==> config.mk <==
export PLATFORM = sky130hd
export DESIGN_NAME = mist_frame_trig
export DESIGN_NICKNAME = d
export VERILOG_FILES = /design/src/rtl/mist_frame_trig.sv
export SDC_FILE = /design/constraint.sdc
export NUM_CORES = 1
export LEC_CHECK = 0
export CAP_MARGIN = 30
export CORE_UTILIZATION = 35
export DETAILED_ROUTE_END_ITERATION = 8
export SYNTH_ARGS = -nofsm -noshare
export SYNTH_HDL_FRONTEND = slang
export SYNTH_SLANG_ARGS = --single-unit
==> constraint.sdc <==
create_clock -name clk -period 2.2 [get_ports clk]
set_input_delay 0.44 -clock clk [delete_from_list [all_inputs] [get_ports clk]]
set_output_delay 0.44 -clock clk [all_outputs]
set_load 0.1 [all_outputs]
==> src/rtl/mist_frame_trig.sv <==
// rtl/mist_frame_trig.sv - frame counter and dump-window generator for the MiST harness
module mist_frame_trig #(
  parameter int unsigned START_FRAME = 0,
  parameter int unsigned STOP_FRAME  = 0,
  parameter int unsigned CNT_W       = 32,
  parameter int unsigned DL_GUARD    = 16
) (
  input  logic             clk,
  input  logic             rst_n,
  input  logic             vga_vs,
  input  logic             downloading,
  output logic [CNT_W-1:0] frame_cnt,
  output logic             frame_tick,
  output logic             dump_en,
  output logic             dump_start,
  output logic             dump_stop,
  output logic [1:0]       st
);

  localparam logic [1:0] S_WAIT_DL = 2'd0;
  localparam logic [1:0] S_ARMED   = 2'd1;
  localparam logic [1:0] S_DUMPING = 2'd2;
  localparam logic [1:0] S_DONE    = 2'd3;

  localparam logic [CNT_W-1:0] START_V = CNT_W'(START_FRAME);
  localparam logic [CNT_W-1:0] STOP_V  = CNT_W'(STOP_FRAME);
  localparam logic [7:0]       GUARD_V = 8'(DL_GUARD);

  logic             r_vs_meta;
  logic             r_vs_sync;
  logic             r_vs_prev;
  logic             r_tick;
  logic [CNT_W-1:0] r_cnt;
  logic [7:0]       r_guard;
  logic [1:0]       r_st;
  logic [1:0]       r_prev_st;
  logic [1:0]       w_st_nxt;
  logic             w_fall;
  logic             w_start_hit;
  logic             w_stop_hit;

  // two synchroniser flops plus one history flop for edge detection
  always_ff @(posedge clk) begin
    if (!rst_n) begin
      r_vs_meta <= 1'b0;
      r_vs_sync <= 1'b0;
      r_vs_prev <= 1'b0;
      r_tick    <= 1'b0;
    end else begin
      r_vs_meta <= vga_vs;
      r_vs_sync <= r_vs_meta;
      r_vs_prev <= r_vs_sync;
      r_tick    <= w_fall;
    end
  end

  assign w_fall = r_vs_prev & ~r_vs_sync;

  // count moves with the tick so both are visible in the same cycle
  always_ff @(posedge clk) begin
    if (!rst_n || (r_st == S_WAIT_DL) || downloading) begin
      r_cnt <= '0;
    end else if (w_fall) begin
      r_cnt <= r_cnt + 1'b1;
    end
  end

  always_ff @(posedge clk) begin
    if (!rst_n || downloading) begin
      r_guard <= GUARD_V;
    end else if ((r_st == S_WAIT_DL) && (r_guard != 8'd0)) begin
      r_guard <= r_guard - 8'd1;
    end
  end

  always_ff @(posedge clk) begin
    if (!rst_n) begin
      r_st      <= S_WAIT_DL;
      r_prev_st <= S_WAIT_DL;
    end else begin
      r_st      <= w_st_nxt;
      r_prev_st <= r_st;
    end
  end

  // matches use the registered tick/count pair, so they act one edge later
  assign w_start_hit = (START_FRAME == 0) || (r_tick && (r_cnt == START_V));
  assign w_stop_hit  = (STOP_FRAME != 0) && r_tick && (r_cnt == STOP_V);

  always_comb begin
    w_st_nxt = r_st;
    case (r_st)
      S_WAIT_DL: if (!downloading && (r_guard <= 8'd1)) w_st_nxt = S_ARMED;
      S_ARMED: begin
        if (downloading)      w_st_nxt = S_WAIT_DL;
        else if (w_start_hit) w_st_nxt = S_DUMPING;
      end
      S_DUMPING: begin
        if (downloading)     w_st_nxt = S_WAIT_DL;
        else if (w_stop_hit) w_st_nxt = S_DONE;
      end
      S_DONE: if (downloading) w_st_nxt = S_WAIT_DL;
      default: w_st_nxt = S_WAIT_DL;
    endcase
  end

  // a reset clears r_prev_st too, so leaving DUMPING by reset gives no stop pulse
  always_comb begin
    dump_en    = 1'b0;
    dump_start = 1'b0;
    dump_stop  = 1'b0;
    if (r_st == S_DUMPING) begin
      dump_en    = 1'b1;
      dump_start = (r_prev_st == S_ARMED);
    end else begin
      dump_stop  = (r_prev_st == S_DUMPING);
    end
  end

  assign frame_cnt  = r_cnt;
  assign frame_tick = r_tick;
  assign st         = r_st;

endmodule

* Word level (Yosys, flattened, before mapping)
Cells that the tools add are included.
Operators by class: add/sub/neg operators 2, multipliers 0, div/mod/pow operators 0, order comparisons 1, eq/ne operators 7, shift operators 0, mux-type cells 7, bitwise operators 2, reductions and logical operators 11
Operators with widths (count):
- $add A32 B1 Y32 const B | 1
- $le A8 B1 Y1 const B | 1
- $reduce_bool A8 Y1 | 1
- $sub A8 B1 Y8 const B | 1
- $eq A2 B2 Y1 const B | 3
- $mux W2 | 3
- $pmux W2 S3 | 1
- $eq A2 B1 Y1 const B | 2
- $ne A2 B1 Y1 const B | 2
- $logic_or A1 B1 Y1 | 3
- $mux W1 | 3
- $logic_and A1 B1 Y1 | 2
- $logic_not A1 Y1 | 2
- $logic_not A2 Y1 | 1
- $reduce_and A2 Y1 | 1
- $reduce_or A2 Y1 | 1
- $and A1 B1 Y1 | 1
- $not A1 Y1 | 1
Storage, ports and cells: flip-flop bits (word level) 48, latch bits 0, bits in writable memories 0, bits in read-only memories 0, bits of input ports 4, output and inout port bits 38, word-level logic and storage cells 38, memories 0

* Depth between registers and ports, before layout
word-level depth 4, gate-level depth with buffers 7, gate-level depth less buffers 6

* Least setup slack after synthesis
Ideal clock, no wire load.
path type reg-to-output, from register r_st[0] (netlist: st[0]), to output port dump_stop, data arrival time 4152 ps, data required time 1760 ps, slack -2392 ps, cell stages (with the launch flop) 3, path buffers 0, cells stage by stage dfxtp_1 -> nor2b_1 -> nor3b_1
Between the ends: cells in the longest elaborated chain, start to end 2
RTL lines:
- from (decl) | RTL line 35 | logic [1:0] r_st;
- from (signal assigned) | RTL line 81 | r_st <= w_st_nxt;
- $eq A2 B2 Y1 | RTL line 112 | if (r_st == S_DUMPING) begin
- $mux W1 | RTL line 112
- to (decl) | RTL line 16 | output logic dump_stop,
No other way between the ends.

* Worst setup path in the final report
from register r_cnt[0] (netlist: frame_cnt[0]), to register r_cnt[30] (netlist: frame_cnt[30])
Between the ends: cells in the longest elaborated chain, start to end 1
RTL lines:
- from (decl) | RTL line 33 | logic [CNT_W-1:0] r_cnt;
- from (signal assigned) | RTL line 64 | r_cnt <= r_cnt + 1'b1;
- $add A32 B1 Y32 | RTL line 64
No other way between the ends. A chain may end at the register's enable or synchronous reset.

==> metrics.md <==
| Metric | Value |
|---|---|
| Synth cell types | 38 |
| Placement Cell Area | 2788 sq um |
| Fillers | 596 |
| Final worst-path cycle share | 93.48% |
| Area occupied by multi-input gates | 1240 sq um |
| Final ANT Viol Nets | 0 |
| H-tree depth | 2 |
| Sequential cell area fraction in the yosys report | between 40% and 50% |
| Gr usage total | 17.12% |
| # setup viols final | 0 |
| Clock Pin Slew Worst Setup and Hold Paths | 0.08 ns |
| Mapped Area | between 2000 and 2500 sq um |
| Die Span X | between 80 and 90 um |
| DRT Wirelength | 5406 um |
| Core area | 6061 sq um |
| Worst EP required | 2.43 ns |
| Sw frac | 24.39% |
| Vias in the first global route | 1883 |
| WL met3 | about 210 um |
| Register area | 1020 sq um |
| Area contributors post-synth | dfxtp_1 (43%), a21oi_1 (5.4%), or4_1 (5.0%), o31ai_1 (4.0%), or3_1 (3.6%) |
| Post-route DRC violation count | 0 |
| Number of diodes | 0 |
| Peak supply drop | 0.0002872 V |
| HP Start | r_vs_meta |
| Critical Path Start Type | flop |
| First-pass GRT wire length | 8956 um |
| Clk_skew | 0.01116 ns |
| Post-route cell area | 2869 sq um |
| Yosys Warn Count | 0 |
| Power Density | 524.7 nW/um^2 |
| Cell-internal power | about 1.1 mW |
| GRT overflow | 0 |
| RSZ-0062 raised after global routing | no |
| Placed cell count | 372 |
| Cell taking the most area after synthesis | dfxtp_1 |
| Crit path DAT | 2.29 ns |
| Via density | 5.468 |
| Seq pwr share | roughly 59% |
| Status | finished clean |
| Die Span Y | 82.02 um |
| Worst r2r path cells | 5 |
| Initial Utilization | 36.97% |
| Clock share of power | about a third |
| Vias | 2078 |
| Hold Fails Final Rpt | 0 |
| Top_reg_cell synth | dfxtp_1 |
| 1st-pass router iterations | 4 |
| Crit Path Class | reg2reg |
| Finished Layout Cells | 380 |
| Yosys reg bits | 48 |
| M1 wire length | 2649 um |
| Post-synth EDFFs | 0 |
| Number of antenna violations at the first check in global routing | 0 |
| Cell count after synthesis | 257 |
| Port Buf Inserts | a little over 40 |
| Crit path max fanout | 11 |
| Most common cell in the netlist | dfxtp_1 |
| Post-CTS resize count | 0 |
| Max clock buf depth | 2 |
| Nets@finish | 312 |
| P_sw | 0.3671 mW |
| Setup TNS | 0 ns |
| Hold EP | r_vs_sync |
| Leakage | 0.9672 nW |
| Fraction of registers with async set/reset | 0% |
| Share of the synthesized area in the top cell type | roughly 43% |
| Fin crit period | 2.057 ns |
| RR Startpoint | frame_cnt[0] |
| Num rows | 28 |
| Slew headroom | 64.49% |
| Area Overhead vs Synth | 28.03% |
| Post-CTS Setup Repair Bufs | 0 |
| DRT iter0 DRCs | 96 |
| GPL Wtd Cong | 0.7497 |
| IO Pins | 42 |
| # clock sinks | 48 |
| Fmax | 486.3 MHz |
| TritonCTS buffer count | 5 |
| Root Buffer Master | clkbuf_8 |
| Met2 routed wirelength | 2499 um |
| DR top layer | met4 |
| Top post-synthesis cells by count | dfxtp_1 (48), a21oi_1 (24), nor2_1 (18) |
| Overall die area | approximately 6700 sq um |
| Routed wire per std cell | 14.23 um |
| Cts hold-fix bufs | 0 |
| Clk_lat worst skew | 0.30 ns |
| Pin count of the biggest net entering global routing | 30 |
| Setup crit end kind | flop |
| TritonCTS clock tree | done |
| Hold path depth | 1 |
| Reg2reg end | frame_cnt[30] |
| Overall power | 1.505 mW |
| Fin. max-slew vios | 0 |
| Worst hold-check path type | reg2reg |
| Share of cells above drive strength 1 | between 20% and 30% |
| Max Cap Violations | 0 |
| Post-DP HPWL | between 3000 and 4000 um |
| Syn nets | 265 |
| Flop-to-flop setup slack | 0.14 ns |
| Slew @ Worst Pin | 0.5271 ns |
| Comb power frac | 6.8% |
| Post-Syn Area per Cell | a little under 9 sq um |
[logic make-up after synthesis]
logic type	share of synthesized area [%]
flip-flops	42.88
multiplexers	1.340
XOR/XNOR	4.299
AND/OR/NAND/NOR	31.49
AO/OA/AOI/OAI	14.80
buffers and inverters	2.960
adder cells (fa/ha/maj)	2.233
[state kept, by name, summed over array words and instances (netlist names)]
name,flops
r_vs_sync,1
frame_cnt,32
r_vs_meta,1
st,2
r_guard,8
r_prev_st,2
frame_tick,1
r_vs_prev,1
[through the flow]
step           hold slack, ns  utilization, %  setup WS, ns
4_1_cts                0.4435           47.34        0.1123
6_report               0.4372           47.34        0.1434
3_5_place_dp           0.4217           46.00        0.1629
5_1_grt                0.4680           47.34       0.05742
2_1_floorplan          0.4118               -       0.01696
3_3_place_gp           0.4157           46.00        0.1873
[metal layers]
metal / track usage [%] / vias to the layer above
met3: 4.111 / 5
met4: 4.211 / 0
li1: - / 1059
met2: 27.77 / 43
met1: 22.64 / 971
met5: 0 / -
[critical path, stage by stage (launching register included)]
cell      delay [ns]
dfxtp_4         0.37
ha_1            0.18
nand4b_1        0.11
or4_1           0.61
or4_1           0.57
a21oi_1         0.14
[cell type report]
class                      count  share of cell area, %
clock buffer                   7                  2.660
sequential                    48                  35.54
inverter                       7                 0.9158
tap                           75                  3.271
multi-input combinational    192                  43.22
clock inverter                 1                 0.1744
timing repair buffer          50                  14.22
[power groups by stage]
stage | Sequential, mW | Clock [mW] | Combinational, mW
finish | 0.887 | 0.517 | 0.102
global route | 0.890 | 0.572 | 0.115
CTS | 0.887 | 0.538 | 0.103
detailed placement | 0.907 | 0 | 0.102
global placement | 0.906 | 0 | 0.101
floorplan | 0.910 | 0 | 0.0726
[cell usage in the layout, fill, tap and decap left out, types with 4 or more instances in the layout]
cell / Yosys / final
clkbuf_8: 0 / 5
nor4_1: 6 / 6
xnor2_1: 5 / 5
nand3_1: 11 / 11
inv_1: 7 / 7
or3_1: 13 / 13
xor2_1: 6 / 6
nand2_1: 14 / 14
dfxtp_4: 0 / 11
or4_1: 15 / 15
nor2_1: 18 / 18
buf_4: 0 / 45
dfxtp_1: 48 / 23
nand4_1: 11 / 11
dfxtp_2: 0 / 14
a21oi_1: 24 / 24
ha_1: 4 / 4
o21ai_0: 13 / 12
and2_1: 6 / 6
o31ai_1: 12 / 12
[how the worst max path moves through the flow]
stage,start,end,slack [ns],cells past startpoint
2_1_floorplan,frame_cnt[23],frame_cnt[30],0.02,4
3_3_place_gp,frame_cnt[0],frame_cnt[24],0.19,5
3_5_place_dp,frame_cnt[0],frame_cnt[30],0.16,5
4_1_cts,frame_cnt[0],frame_cnt[30],0.11,5
5_1_grt,frame_cnt[0],frame_cnt[30],0.06,5
6_report,frame_cnt[0],frame_cnt[30],0.14,5
Power figures use the tool's default switching activity.
